**config.mk**
```make
export PLATFORM = sky130hd
export DESIGN_NAME = router_pkt_tx_flat
export DESIGN_NICKNAME = d
export VERILOG_FILES = /design/src/rtl/router_pkt_tx_if.sv /design/src/rtl/router_pkt_tx.sv /design/src/flat_wrapper.sv
export SDC_FILE = /design/constraint.sdc
export NUM_CORES = 1
export LEC_CHECK = 0
export CORE_MARGIN = 4
export CORE_UTILIZATION = 65
export CTS_BUF_LIST = sky130_fd_sc_hd__clkbuf_4 sky130_fd_sc_hd__clkbuf_8
export DETAILED_ROUTE_END_ITERATION = 10
export GPL_TIMING_DRIVEN = 1
export PLACE_DENSITY = 0.87
export SLEW_MARGIN = 25
export SYNTH_ARGS = -nofsm -noshare
export SYNTH_HDL_FRONTEND = slang
export SYNTH_SLANG_ARGS = --single-unit
export TNS_END_PERCENT = 100
```
**constraint.sdc**
```tcl
create_clock -name clock -period 2.7 [get_ports clock]
set_input_delay 0.675 -clock clock [delete_from_list [all_inputs] [get_ports clock]]
set_output_delay 0.675 -clock clock [all_outputs]
set_load 0.005 [all_outputs]
```
**src/rtl/router_pkt_tx_if.sv**
```systemverilog
// router_pkt_tx_if: load/start/router-side signals of the packet transmitter.
// ROUTER_TX_PARITY_INJ_EN adds corrupt_parity.
interface router_pkt_tx_if;
   logic       ld_en;
   logic [7:0] ld_data;
   logic       start;
   logic [1:0] dest_addr;
   logic       busy;
`ifdef ROUTER_TX_PARITY_INJ_EN
   logic       corrupt_parity;
`endif
   logic       pkt_valid;
   logic [7:0] data_out;
   logic       tx_active;
   logic       done;
   logic       start_err;
   logic       load_err;
   logic [5:0] buf_count;
   modport master (
      input  ld_en, ld_data, start, dest_addr, busy,
`ifdef ROUTER_TX_PARITY_INJ_EN
      input  corrupt_parity,
`endif
      output pkt_valid, data_out, tx_active, done, start_err, load_err, buf_count
   );
   modport slave (
      output ld_en, ld_data, start, dest_addr, busy,
`ifdef ROUTER_TX_PARITY_INJ_EN
      output corrupt_parity,
`endif
      input  pkt_valid, data_out, tx_active, done, start_err, load_err, buf_count
   );
endinterface

```
**src/rtl/router_pkt_tx.sv**
```systemverilog
// router_pkt_tx: buffers a payload and frames it as header, payload, parity toward the router.
// ROUTER_TX_PARITY_INJ_EN adds corrupt_parity to flip bit 0 of the emitted parity byte.
module router_pkt_tx #(
   parameter int MAX_LEN    = 63,
   parameter int GAP_CYCLES = 2
) (
   input logic clock,
   input logic resetn,
   router_pkt_tx_if.master tx
);
   typedef enum logic [2:0] {IDLE, HEADER, PAYLOAD, PARITY, GAP} state_t;
   localparam logic [7:0] GAP_LAST = 8'(GAP_CYCLES - 1);
   state_t state, state_nx;
   logic [7:0] mem [0:63];
   logic [5:0] count, count_nx, len, len_nx, ptr, ptr_nx;
   logic [7:0] par, par_nx, dout, dout_nx, gap, gap_nx;
   logic valid, valid_nx, done_q, done_nx, serr, serr_nx, lerr, lerr_nx;
   logic start_ok, load_ok, last, inj;
`ifdef ROUTER_TX_PARITY_INJ_EN
   assign inj = tx.corrupt_parity;
`else
   assign inj = 1'b0;
`endif
   assign start_ok = tx.start && count != 6'd0 && tx.dest_addr != 2'd3;
   assign load_ok  = state == IDLE && tx.ld_en && !tx.start && count < 6'(MAX_LEN);
   assign last     = ptr == len;
   assign tx.pkt_valid = valid;
   assign tx.data_out  = dout;
   assign tx.tx_active = state != IDLE;
   assign tx.done      = done_q;
   assign tx.start_err = serr;
   assign tx.load_err  = lerr;
   assign tx.buf_count = count;
   always_ff @(posedge clock)
      state <= !resetn ? IDLE : state_nx;
   always_comb begin
      state_nx = state;
      case (state)
         IDLE:    state_nx = start_ok ? HEADER : IDLE;
         HEADER:  state_nx = !tx.busy ? PAYLOAD : HEADER;
         PAYLOAD: state_nx = (!tx.busy && last) ? PARITY : PAYLOAD;
         PARITY:  state_nx = tx.busy ? PARITY : (GAP_CYCLES == 0 ? IDLE : GAP);
         GAP:     state_nx = gap == GAP_LAST ? IDLE : GAP;
         default: state_nx = IDLE;
      endcase
   end
   // Next values of every registered output and datapath register.
   always_comb begin
      valid_nx = valid;
      dout_nx  = dout;
      par_nx   = par;
      ptr_nx   = ptr;
      len_nx   = len;
      count_nx = count + {5'd0, load_ok};
      gap_nx   = 8'd0;
      done_nx  = 1'b0;
      serr_nx  = state == IDLE && tx.start && !start_ok;
      lerr_nx  = tx.ld_en && !load_ok;
      case (state)
         IDLE: if (start_ok) begin
            valid_nx = 1'b1;
            dout_nx  = {count, tx.dest_addr};
            par_nx   = 8'd0;
            len_nx   = count;
         end
         HEADER: if (!tx.busy) begin
            par_nx  = par ^ dout;
            dout_nx = mem[0];
            ptr_nx  = 6'd1;
         end
         PAYLOAD: if (!tx.busy) begin
            par_nx   = par ^ dout;
            dout_nx  = last ? (par ^ dout ^ {7'd0, inj}) : mem[ptr];
            ptr_nx   = last ? ptr : ptr + 6'd1;
            valid_nx = !last;
         end
         PARITY: if (!tx.busy) begin
            dout_nx  = 8'd0;
            count_nx = 6'd0;
            ptr_nx   = 6'd0;
            done_nx  = GAP_CYCLES == 0;
         end
         GAP: begin
            gap_nx  = gap + 8'd1;
            done_nx = gap == GAP_LAST;
         end
         default: ;
      endcase
   end
   always_ff @(posedge clock) begin
      if (!resetn) begin
         valid  <= 1'b0;
         dout   <= 8'd0;
         par    <= 8'd0;
         ptr    <= 6'd0;
         len    <= 6'd0;
         count  <= 6'd0;
         gap    <= 8'd0;
         done_q <= 1'b0;
         serr   <= 1'b0;
         lerr   <= 1'b0;
      end else begin
         valid  <= valid_nx;
         dout   <= dout_nx;
         par    <= par_nx;
         ptr    <= ptr_nx;
         len    <= len_nx;
         count  <= count_nx;
         gap    <= gap_nx;
         done_q <= done_nx;
         serr   <= serr_nx;
         lerr   <= lerr_nx;
      end
   end
   always_ff @(posedge clock)
      if (resetn && load_ok) mem[count] <= tx.ld_data;
endmodule

```
**src/flat_wrapper.sv**
```systemverilog
// flat-port wrapper written by rule: the top's interface ports become plain ports
module router_pkt_tx_flat 
#(
   parameter int MAX_LEN    = 63,
   parameter int GAP_CYCLES = 2
)
  (clock, resetn, tx_ld_en, tx_ld_data, tx_start, tx_dest_addr, tx_busy, tx_pkt_valid, tx_data_out, tx_tx_active, tx_done, tx_start_err, tx_load_err, tx_buf_count);
  router_pkt_tx_if tx_i ();
  input logic clock;
  input logic resetn;
  input wire logic [$bits(tx_i.ld_en)-1:0] tx_ld_en;
  input wire logic [$bits(tx_i.ld_data)-1:0] tx_ld_data;
  input wire logic [$bits(tx_i.start)-1:0] tx_start;
  input wire logic [$bits(tx_i.dest_addr)-1:0] tx_dest_addr;
  input wire logic [$bits(tx_i.busy)-1:0] tx_busy;
  output wire logic [$bits(tx_i.pkt_valid)-1:0] tx_pkt_valid;
  output wire logic [$bits(tx_i.data_out)-1:0] tx_data_out;
  output wire logic [$bits(tx_i.tx_active)-1:0] tx_tx_active;
  output wire logic [$bits(tx_i.done)-1:0] tx_done;
  output wire logic [$bits(tx_i.start_err)-1:0] tx_start_err;
  output wire logic [$bits(tx_i.load_err)-1:0] tx_load_err;
  output wire logic [$bits(tx_i.buf_count)-1:0] tx_buf_count;
  assign tx_i.ld_en = tx_ld_en;
  assign tx_i.ld_data = tx_ld_data;
  assign tx_i.start = tx_start;
  assign tx_i.dest_addr = tx_dest_addr;
  assign tx_i.busy = tx_busy;
  assign tx_pkt_valid = tx_i.pkt_valid;
  assign tx_data_out = tx_i.data_out;
  assign tx_tx_active = tx_i.tx_active;
  assign tx_done = tx_i.done;
  assign tx_start_err = tx_i.start_err;
  assign tx_load_err = tx_i.load_err;
  assign tx_buf_count = tx_i.buf_count;
  router_pkt_tx #(.MAX_LEN(MAX_LEN), .GAP_CYCLES(GAP_CYCLES)) u_core (.clock(clock), .resetn(resetn), .tx(tx_i));
endmodule
```
Yosys cells after proc, flatten, opt, wreduce, memory -nomap -nowiden

Memories as Yosys holds them, arrays and structs flattened. A register that Yosys moved wholly into a read port is not among the register bits.
Index checks and enable logic that the tools add are counted.
W data, S select, Z words.

Add/subtract/negate cells: 3
Order comparisons: 1
Eq/ne operators: 13
Mux-type cells: 29
Bitwise operators: 1
Reductions and logical operators: 29

Operator list:

| cell                  | count |
|---|---|
| $mux W8               | 7 |
| $mux W6               | 8 |
| $pmux W8 S4           | 1 |
| $pmux W6 S3           | 1 |
| $pmux W8 S2           | 1 |
| $pmux W3 S5           | 1 |
| $ne A2 B2 Y1 const B  | 6 |
| $logic_and A1 B1 Y1   | 10 |
| $reduce_and A5 Y1     | 2 |
| $add A8 B1 Y8 const B | 1 |
| $eq A8 B1 Y1 const B  | 1 |
| $xor A8 B8 Y8         | 1 |
| $add A6 B1 Y6         | 1 |
| $add A6 B1 Y6 const B | 1 |
| $eq A3 B2 Y1 const B  | 2 |
| $eq A6 B6 Y1          | 1 |
| $lt A6 B6 Y1 const B  | 1 |
| $mux W1               | 6 |
| $mux W3               | 2 |
| $reduce_and A3 Y1     | 2 |
| $reduce_bool A3 Y1    | 2 |
| $reduce_bool A6 Y1    | 1 |
| $logic_not A1 Y1      | 5 |
| $reduce_and A2 Y1     | 2 |
| other kinds (9)       | 10 |

Register bits: 49
Memory bits (writable): 512
Input bits: 15
Output and inout port bits: 19
Memories: 1

Memories:

| name       | depth | bits a word | rd ports | clocked after Yosys merged registers in | write ports | RTL line            | RTL |
|---|---|---|---|---|---|---|---|
| u_core.mem | 64    | 8           | 2        | 1                                       | 1           | router_pkt_tx.sv:14 | `logic [7:0] mem [0:63];` |

Logic depth before layout (Yosys ltp)

Gate-level depths: netlist of run 1.

Word-level depth: 7
Depth in mapped cells: 10
Gate-level depth less buffers: 9

Worst setup path before layout of run 1

Ideal clock, no wire load.

Path type: register -> register
From: register u_core.state[0]
To: memory u_core.mem[51][0], enable pin
Library setup time: 370 ps
Data arrival time: 2112 ps
Data required time: 2330 ps
Path slack: 218 ps
Cell stages (with the launch flop): 7
Period minus slack after synthesis: 2482 ps
Cells stage by stage: dfxtp_1 -> buf_4 -> or3_1 -> or3_1 -> nor3_2 -> nand3_1 -> nor2_1

Longest elaborated chain between the ends: 7

Ends and longest elaborated chain:

| item                              | RTL line             | RTL |
|---|---|---|
| start, declared                   | router_pkt_tx.sv:13  | `state_t state, state_nx;` |
| start signal, assigned            | router_pkt_tx.sv:35  | `state <= !resetn ? IDLE : state_nx;` |
| $logic_not A3 Y1                  | router_pkt_tx.sv:25  | `assign load_ok = state == IDLE && tx.ld_en && !tx.start && count < 6'(MAX_LEN);` |
| $logic_and A1 B1 Y1 (3 in series) | router_pkt_tx.sv:25  |  |
| $logic_and A1 B1 Y1               | router_pkt_tx.sv:116 | `if (resetn && load_ok) mem[count] <= tx.ld_data;` |
| $mux W1                           | router_pkt_tx.sv:116 |  |
| $mux W1 (not written as such)     | router_pkt_tx.sv:116 |  |
| end, declared                     | router_pkt_tx.sv:14  |  |

Every way passes these cells.

==> results.md, run 1 <==
* Synth Warn # at 0
* Top_reg_cell synth: edfxtp_1
* Count of input and output buffers at 33
* Final setup violation count at 0
* Largest area contributor in the synthesized netlist: edfxtp_1
* Layout area overhead at 15.6%
* Clock transition at the registers of the reported paths at 70 ps
* Global route overflow at 0
* RSZ-0062 raised after global routing: no
* Critical path data arrival time at 3170 ps
* EDFF count, synth at 512
* Switching share of power at a little over a fifth
* Outcome: finished clean
* Routing usage on met2 at 45.6%
* Gate Count Post-Synth at approximately 1400
* Critical Path Source Type: register
* Initial DRT Pass Iterations at 6
* Row count at 68
* Clk pwr share at 40.5%
* Sequential cell area fraction in the yosys report at between 70% and 80%
* Final ANT Viol Nets at 0
* Max frequency at between 300 and 400 MHz
* R2R Setup Slk at 50 ps
* Synth Area in Simple Gates at 6.13%
* Synth cell count leaders: edfxtp_1, nor2_1, mux2i_1
* Setup Buffers After CTS at 0
* Hold Crit Depth at 1
* Compound-Gate Fraction of Synth Area at 5.57%
* Die width at 195 um
* Period utilisation layout at 98.3%
* Comb pwr share at 3.3%
* WL per Instance at 25.6 um
* Switching pwr at 3.58 mW
* Global-route wire length before repair at 82200 um
* Pwr dens at 653 mW/mm^2
* Placed Cells at 1951
* Count leader, synth: edfxtp_1
* Syn_area_per_cell at around 16 sq um
* Final Slew Violations at 0
* Worst VDD drop at approximately 0.35 mV
* Vias post-DR at around 14000
* Post-CTS Hold Fix Bufs at 0
* Clk_lat worst skew at 640 ps
* Clock Tree Buf Depth at 3
* Post-synthesis async set-or-reset flop share at 0%
* H-tree levels at 3
* CTS root buf: clkbuf_8
* Synthesized area at between 0.02 and 0.025 sq mm
* Via density at ~6.5
* Setup ws final at 45.6 ps
* P_int at ~14 mW
* Crit Path Max Fanout at 47
* Worst R2R End: u_core.tx.data_out[3]
* Top cell type's share of synthesized area at 67.9%
* Hold Vio Cnt, Final at 0
* Met1 usage at 39.1%
* Vias in the first global route at 13818
* Hold endpoint: u_core.mem[30][6]
* Gr usage total at 28.3%
* Most Crowded Layer GR: met2
* WP data required at 3210 ps
* Initial antenna violation count at 0
* GPL Wtd Cong at 0.921
* Max Cap Viol at 0
* I/O pin cnt at 34
* FF+latch count, synth at 567
* Proportion of synthesized area in mux cells at 12.2%
* Hold path start: tx_ld_data[6]
* R2R cell count at 6
* Final wirelength at 54000 um
* HP Class: in -> reg
* Fin Setup TNS at 0 ps
* DRC viols at 0
* Post_cts resized at 0
* Unique cell type count in the Yosys netlist at 47
* Total CTS buffers at 87
* Starting Density at between 60% and 70%
* Post-Synth XOR/XNOR Area at 0.812%
* Slew @ Worst Pin at between 700 and 800 ps
* Die Y at a little under 200 um
* Setup slack at placement at -353 ps
* Register share of total power at 56.2%
* Final #Nets at 1605
* Final core occ at 76.0%
* Combinational family with the most area after synthesis: multiplexers
* Met3 Use GR at 6.29%
* Clock Skews at 46.9 ps
* CP Class: reg -> reg
* Leakage at 8.54 nW
* Worst rel slew slack at a little under half
* Hold_ws at between 200 and 300 ps
* Maximum number of pins on one net before global-route repair at 65
* Core footprint at around 0.034 sq mm
* Min cycle time layout at 2650 ps
* Synth Area in Adders at 0.276%
* Post-route insts no fill at 2106
* Sink Count at approximately 570
* Synth area leaders: edfxtp_1, mux4_2, mux2i_1, dfxtp_1, nor2_1
* TritonCTS clock tree: built
* Critical Path Sink Type: register
* Die area at 0.0379 sq mm
* Detailed placement HPWL at 33500 um
* DR iter-0 viols at 1961
* Layout cells sized above 1 at 22.8%
* Ant diodes at 0
-- worst max path at each step --
stage	from	to	slack, ps	depth (start not counted)
floorplan	u_core.state[0]	u_core.mem[51][0]	220	6
global placement	tx_start	u_core.tx.data_out[7]	-300	7
detailed placement	tx_start	u_core.tx.data_out[3]	-350	7
CTS	register	u_core.tx.data_out[2]	100	7
global route	register	u_core.tx.data_out[3]	2	7
finish	register	u_core.tx.data_out[3]	50	6
-- layout make-up --
type	instances	area [sq um]
clock buffers	121	1480
flip-flops and latches	567	16500
repair buffers	179	1560
multi-input cells	705	5720
fillers	1766	8270
well taps	455	569
clock inverters	34	208
inverters	45	169
-- flip-flops by register name, indices dropped and copies added, names as in the netlist, named ones only --
register / cells
u_core.tx.start_err: 1
u_core.par: 8
u_core.tx.done: 1
u_core.len: 6
u_core.state: 3
u_core.tx.load_err: 1
u_core.ptr: 6
u_core.tx.buf_count: 6
u_core.tx.data_out: 8
u_core.gap: 8
u_core.tx.pkt_valid: 1
u_core.mem: 512
-- logic make-up after synthesis --
logic type                 count (synthesis)
other                                      1
and+or+nand+nor                          280
adders and majority gates                  5
xor gates and xnor gates                  21
AOI/OAI and AO/OA                        194
muxes                                    197
DFF                                      567
buffers and inverters                    121
-- power groups by stage --
stage | clock network (mW) | registers [mW] | logic [mW]
detailed placement | 0 | 9.79 | 0.553
floorplan | 0 | 9.79 | 0.262
global placement | 0 | 9.79 | 0.527
global route | 7.43 | 9.61 | 0.605
CTS | 6.98 | 9.61 | 0.561
finish | 6.92 | 9.61 | 0.570
-- layer usage --
layer / routed length [um] / up-vias
met5: 0 / -
met4: 1830 / 0
met3: 6150 / 172
met2: 26200 / 972
met1: 19800 / 6717
li1: - / 5805
-- worst max-delay path, stage by stage (launching register included) --
cell and delay, ps:
dfxtp_4 610, buf_12 360, mux2i_1 380, a22oi_1 200
a31oi_1 380, a31oi_1 170, or3b_1 400
-- placed cells by master (no fill, tap or decap), types with 9 or more instances in the layout --
cell             count
clkbuf_8            91
nor2b_1             19
nand2b_1            11
a21oi_1             45
nand2_1             22
a31oi_1             31
edfxtp_1           512
clkdlybuf4s50_1     25
buf_12              14
nand3_1             32
xor2_1              19
mux2i_1            133
o21ai_0             14
inv_1               41
clkinv_2             9
dfxtp_1             53
nor2_1             141
o22ai_1             16
clkbuf_4            30
buf_4              132
a22oi_1             64
mux4_2              64
clkinv_1            23
-- through the flow --
step,cell area [sq um],power [mW]
2_1_floorplan,22700,10.0
3_3_place_gp,24500,10.3
3_5_place_dp,24500,10.3
4_1_cts,26200,17.2
5_1_grt,26200,17.6
6_report,26200,17.1
(Power assumes the default switching activity.)
==> run 2, diff against run 1 <==
- CTS_CLUSTER_SIZE: unset -> 24
- PLACE_DENSITY: 0.87 -> unset
- PLACE_DENSITY_LB_ADDON: unset -> 0.12
- clock period: 2.7 -> 2.6 ns (I/O delays scaled with it)
==> results.md, run 2 (synthesized netlist as in run 1, its figures left out) <==
* Outcome: finished clean
* Pwr dens at 665 mW/mm^2 (+1.8%)
* DR iter-0 viols at 1485 (-24%)
* Delay of the slowest cell on the worst path at 510 ps (-100 ps)
* Die width at 195 um (unchanged)
* Pwr Total at 17.6 mW (+2.9%)
* Vias in the first global route at 13347 (-3.4%)
* Starting Density at 65.7% (unchanged)
* Layout cells sized above 1 at 24.0% (+1.1 points)
* Clock transition at the registers of the reported paths at 60 ps (about the same)
* Slew @ Worst Pin at 787 ps (-9.47 ps)
* Vias post-DR at 13356 (-2.3%)
* Final core occ at 76.8% (+0.77 points)
* Fin Setup TNS at 0 ps (unchanged)
* Via density at 6.26 (-3.5%)
* Max Cap Viol at 0 (unchanged)
* Critical Path Source Type: register
* Final ANT Viol Nets at 0 (unchanged)
* Final Slew Violations at 0 (unchanged)
* Worst VDD drop at 0.682 mV (+96%)
* CTS root buf: clkbuf_8
* GPL Wtd Cong at 1.00 (+9.0%)
* Initial DRT Pass Iterations at 6 (unchanged)
* Leakage at 8.70 nW (+1.9%)
* Count of input and output buffers at 33 (unchanged)
* Min cycle time layout at 2500 ps
* Final setup violation count at 0 (unchanged)
* Die Y at 195 um (unchanged)
* Hold Vio Cnt, Final at 0 (unchanged)
* Sink Count at 567 (unchanged)
* Worst R2R End: u_core.tx.data_out[6]
* Global route overflow at 0 (unchanged)
* Die area at 0.0379 sq mm (unchanged)
* DRC viols at 0 (unchanged)
* Worst Setup SP: u_core.tx.buf_count[0]
* Total CTS buffers at 88 (+1.1%)
* Placed Cells at 1973 (+1.1%)
* Final wirelength at 53800 um (-0.25%)
* Clock Tree Buf Depth at 3 (unchanged)
* Max frequency at approximately 400 MHz
* RSZ-0062 raised after global routing: no
* HP Class: reg -> reg
* Gr usage total at 28.5% (+0.24 points)
* Detailed placement HPWL at 34500 um (+3.2%)
* I/O pin cnt at 34 (unchanged)
* R2R cell count at 9 (+3)
* TritonCTS clock tree: built
* Reg with most FFs: u_core.mem
* Slowest-stage cell, CP: clkdlybuf4s50_1
* Initial antenna violation count at 0 (unchanged)
* Row count at 68 (unchanged)
* WP data required at 1950 ps (-1260 ps)
* WL per Instance at 25.2 um (-1.5%)
* Final #Nets at 1633 (+1.7%)
* Period utilisation layout at 96.0%
* Critical Path Sink Type: output pin
* R2R Setup Slk at 140 ps (+90 ps)
* Post-route insts no fill at 2133 (+1.3%)
* Commonest non-fill, non-tap cells in the layout: edfxtp_1, buf_4, nor2_1
* Critical path, cell by cell: buf_4 > clkdlybuf4s50_1
* Max reg flops at 512 (unchanged)
* Critical path data arrival time at 1850 ps (-1320 ps)
* Clk_lat worst skew at 660 ps (+20 ps)
* Clock Skews at 30.3 ps (-16.6 ps)
* Hold_ws at 498 ps (+209 ps)
* Crit path to: tx_buf_count[0]
* Most common cell after layout, fill and taps aside: edfxtp_1
* Global-route wire length before repair at 81400 um (-1.0%)
* Layout area overhead at 16.8%
* Maximum number of pins on one net before global-route repair at 65 (unchanged)
* Ant diodes at 0 (unchanged)
* CP Class: reg -> out
* Worst rel slew slack at 47.5% (+0.63 points)
* Crit Path Max Fanout at 7 (-85%)
* H-tree levels at 3 (unchanged)
* Core footprint at 0.0345 sq mm (unchanged)
## run 2: repair_timing
| action | CTS | global route |
|---|---|---|
| endpoints found under the setup margin | 0 | 28 |
| gates resized for setup | 0 | 1 |
| hold buffers | 0 | 0 |
| setup buffers | 0 | 5 |
## run 2: how the worst min path moves through the flow
stage,startpoint,end,slack (ps),depth (start not counted)
6_report,u_core.tx.pkt_valid,u_core.tx.pkt_valid,500,2
4_1_cts,tx_ld_data[0],u_core.mem[7][0],500,1
5_1_grt,tx_ld_data[4],u_core.mem[43][4],500,2
3_5_place_dp,u_core.gap[0],u_core.gap[0],490,1
3_3_place_gp,u_core.tx.pkt_valid,u_core.tx.pkt_valid,480,2
2_1_floorplan,u_core.gap[0],u_core.gap[0],450,1
## run 2: critical path: cells and delay by family, from the launching register on
family                 cells  cell delay [ps]
buffers and inverters      2              730
flip-flops                 1              480
## run 2: power by group
part	switching (mW)	total, mW	internal [mW]	leakage (nW)
registers	0.0258	9.98	9.96	5.05
logic	0.392	0.634	0.243	2.78
clock network	3.31	6.97	3.66	0.868
## run 2: final cells by class
| cell class | count | area [sq um] |
|---|---|---|
| Fill cell | 1975 | 8010 |
| Inverter | 45 | 169 |
| Multi-Input combinational cell | 705 | 5720 |
| Sequential cell | 567 | 16500 |
| Clock inverter | 34 | 166 |
| Tap cell | 455 | 569 |
| Clock buffer | 121 | 1470 |
| Timing Repair Buffer | 206 | 1880 |
## run 2: per-stage QoR
stage	cell area, sq um	setup WS [ps]
3_3_place_gp	24800	-265
3_5_place_dp	24800	-288
5_1_grt	26500	36.3
4_1_cts	26400	67.1
2_1_floorplan	22700	118
6_report	26500	103
## run 2: layer usage
layer / up-vias / track usage [%] / share of wire (%)
met1: 6695 / 41.0 / 40
met3: 126 / 5.46 / 8.4
li1: 5857 / - / -
met5: - / 0 / 0
met2: 678 / 44.6 / 48
met4: 0 / 10.5 / 3.7
==> run 3, diff against run 2 <==
- DONT_BUFFER_PORTS: unset -> 1
==> results.md, run 3 (synthesized netlist as in run 1, its figures left out) <==
* Outcome: finished clean
* Clock Tree Buf Depth at 3 (unchanged)
* Commonest non-fill, non-tap cells in the layout: edfxtp_1, nor2_1, mux2i_1
* Max Cap Viol at 0 (unchanged)
* Critical path data arrival time at 2890 ps (+1040 ps)
* H-tree levels at 3 (unchanged)
* Multi-input gate area at 0.00572 sq mm (+0.11%)
* Die width at 195 um (unchanged)
* Reg with most FFs: u_core.mem
* Row count at 68 (unchanged)
* Sink Count at 567 (unchanged)
* Hold Vio Cnt, Final at 0 (unchanged)
* Crit Path Max Fanout at 7 (unchanged)
* Die area at 0.0379 sq mm (unchanged)
* Clk_lat worst skew at 640 ps (-20 ps)
* WL per Instance at 24.8 um (-1.9%)
* CTS root buf: clkbuf_8
* Slew @ Worst Pin at 833 ps (+45.3 ps)
* Final ANT Viol Nets at 0 (unchanged)
* Initial DRT Pass Iterations at 5 (-1)
* Vias post-DR at 12829 (-3.9%)
* I/O pin cnt at 34 (unchanged)
* Core footprint at 0.0345 sq mm (unchanged)
* Die Y at 195 um (unchanged)
* Final core occ at 74.9% (-1.9 points)
* Final setup violation count at 0 (unchanged)
* Layout area overhead at 14.0%
* GPL Wtd Cong at 0.886 (-12%)
* Max reg flops at 512 (unchanged)
* Most common cell after layout, fill and taps aside: edfxtp_1
* Critical Path Source Type: register
* DRC viols at 0 (unchanged)
* Ant diodes at 0 (unchanged)
* Initial antenna violation count at 0 (unchanged)
* Final #Nets at 1557 (-4.7%)
* Total CTS buffers at 86 (-2.3%)
* Post-CTS Hold Fix Bufs at 0 (unchanged)
* CP Class: reg -> reg
* TritonCTS clock tree: built
* Worst rel slew slack at 44.4% (-3.1 points)
* Pwr Total at 17.7 mW (+0.67%)
* Global route overflow at 0 (unchanged)
* Starting Density at 65.7% (unchanged)
* Post-DP Area at 0.0240 sq mm (-3.0%)
* Clock Skews at 19.0 ps (-11.3 ps)
* Final wirelength at 51000 um (-5.2%)
* Final Slew Violations at 0 (unchanged)
* Count of input and output buffers at 0 (-100%)
* Placed Cells at 1902 (-3.6%)
* Clock transition at the registers of the reported paths at 70 ps (about the same)
* Register Area at 0.0165 sq mm (unchanged)
* Period utilisation layout at 98.4% (+2.3 points)
* Vias in the first global route at 12637 (-5.3%)
* Post-route insts no fill at 2061 (-3.4%)
* Layout cells sized above 1 at 22.3% (-1.7 points)
* Gr usage total at 26.8% (-1.7 points)
* Leakage at 8.37 nW (-3.8%)
* Setup slack at placement at -59.6 ps (+229 ps)
* Via density at 6.22 (-0.59%)
* Pwr dens at 686 mW/mm^2 (+3.2%)
* RSZ-0062 raised after global routing: yes
* Setup ws final at 42.9 ps (-60.0 ps)
* Global-route wire length before repair at 76600 um (-5.9%)
* Finished Cell Area at 0.0258 sq mm (-2.4%)
* WP data required at 2940 ps (+990 ps)
* HP Class: in -> reg
* Max frequency at 391 MHz (-2.3%)
* Fill cell count at 2102 (+6.4%)
* Min cycle time layout at 2560 ps (+60.0 ps)
* Detailed placement HPWL at 31600 um (-8.5%)
* Maximum number of pins on one net before global-route repair at 65 (unchanged)
* Worst VDD drop at 0.553 mV (-19%)
* DR iter-0 viols at 1185 (-20%)
* Critical Path Sink Type: register
run 3: changes by cell type in the layout (fill, tap and decap cells not counted), moves of 2 or more:
| cell | previous run | this run |
|---|---|---|
| buf_2 | 8 | 0 |
| clkdlybuf4s50_1 | 25 | 0 |
| clkbuf_4 | 31 | 24 |
| buf_4 | 150 | 121 |
| bufinv_16 | 0 | 4 |
| buf_12 | 23 | 11 |
| clkbuf_8 | 90 | 92 |
| clkinv_2 | 8 | 13 |
run 3: where the power goes:
part	total (mW)	leakage, nW	internal (mW)	switching [mW]
clock network	7.35	0.916	4.02	3.33
registers	9.98	5.05	9.95	0.0250
logic	0.382	2.40	0.162	0.219
run 3: metrics by stage:
stage                     TNS (ps)  hold slack (ps)
after floorplan                  0              452
after global placement       -4100              480
after detailed placement     -1790              496
after CTS                        0             57.6
after global routing          -631             71.6
final                            0              107
run 3: worst paths after layout:
check / start / to / slack, ps / cells past startpoint
setup reg to reg: u_core.state[1] / u_core.mem[15][6] / 40 / 7
hold / removal: tx_ld_data[3] / u_core.mem[38][3] / 110 / 0
setup / recovery: u_core.state[1] / u_core.mem[15][6] / 40 / 7
hold reg to reg: u_core.len[2] / u_core.len[2] / 520 / 2
run 3: per-layer routing:
| metal | global-route usage (%) | share of wire, % |
|---|---|---|
| met4 | 9.30 | 2.9 |
| met2 | 42.5 | 48 |
| met5 | 0 | 0 |
| met3 | 5.84 | 7.9 |
| met1 | 37.8 | 41 |
run 3: cell type report:
cell class | instances | share of cell area [%]
Timing Repair Buffer | 132 | 4.37
Tap cell | 455 | 2.21
Inverter | 45 | 0.654
Clock inverter | 41 | 1.13
Sequential cell | 567 | 63.9
Clock buffer | 116 | 5.60
Multi-Input combinational cell | 705 | 22.2
run 3: repair_timing:
item / 4_1_cts / 5_1_grt
setup buffers: 0 / 2
endpoints found under the setup margin: 64 / 44
gates resized for setup: 1 / 2
run 3: critical path, stage by stage, from the launching register on:
cell and delay [ps]:
dfxtp_1 300, or3_1 440, or3_1 450, nor3_2 370, nand3_1 130, buf_4 200, nor2_1 190, buf_4 180
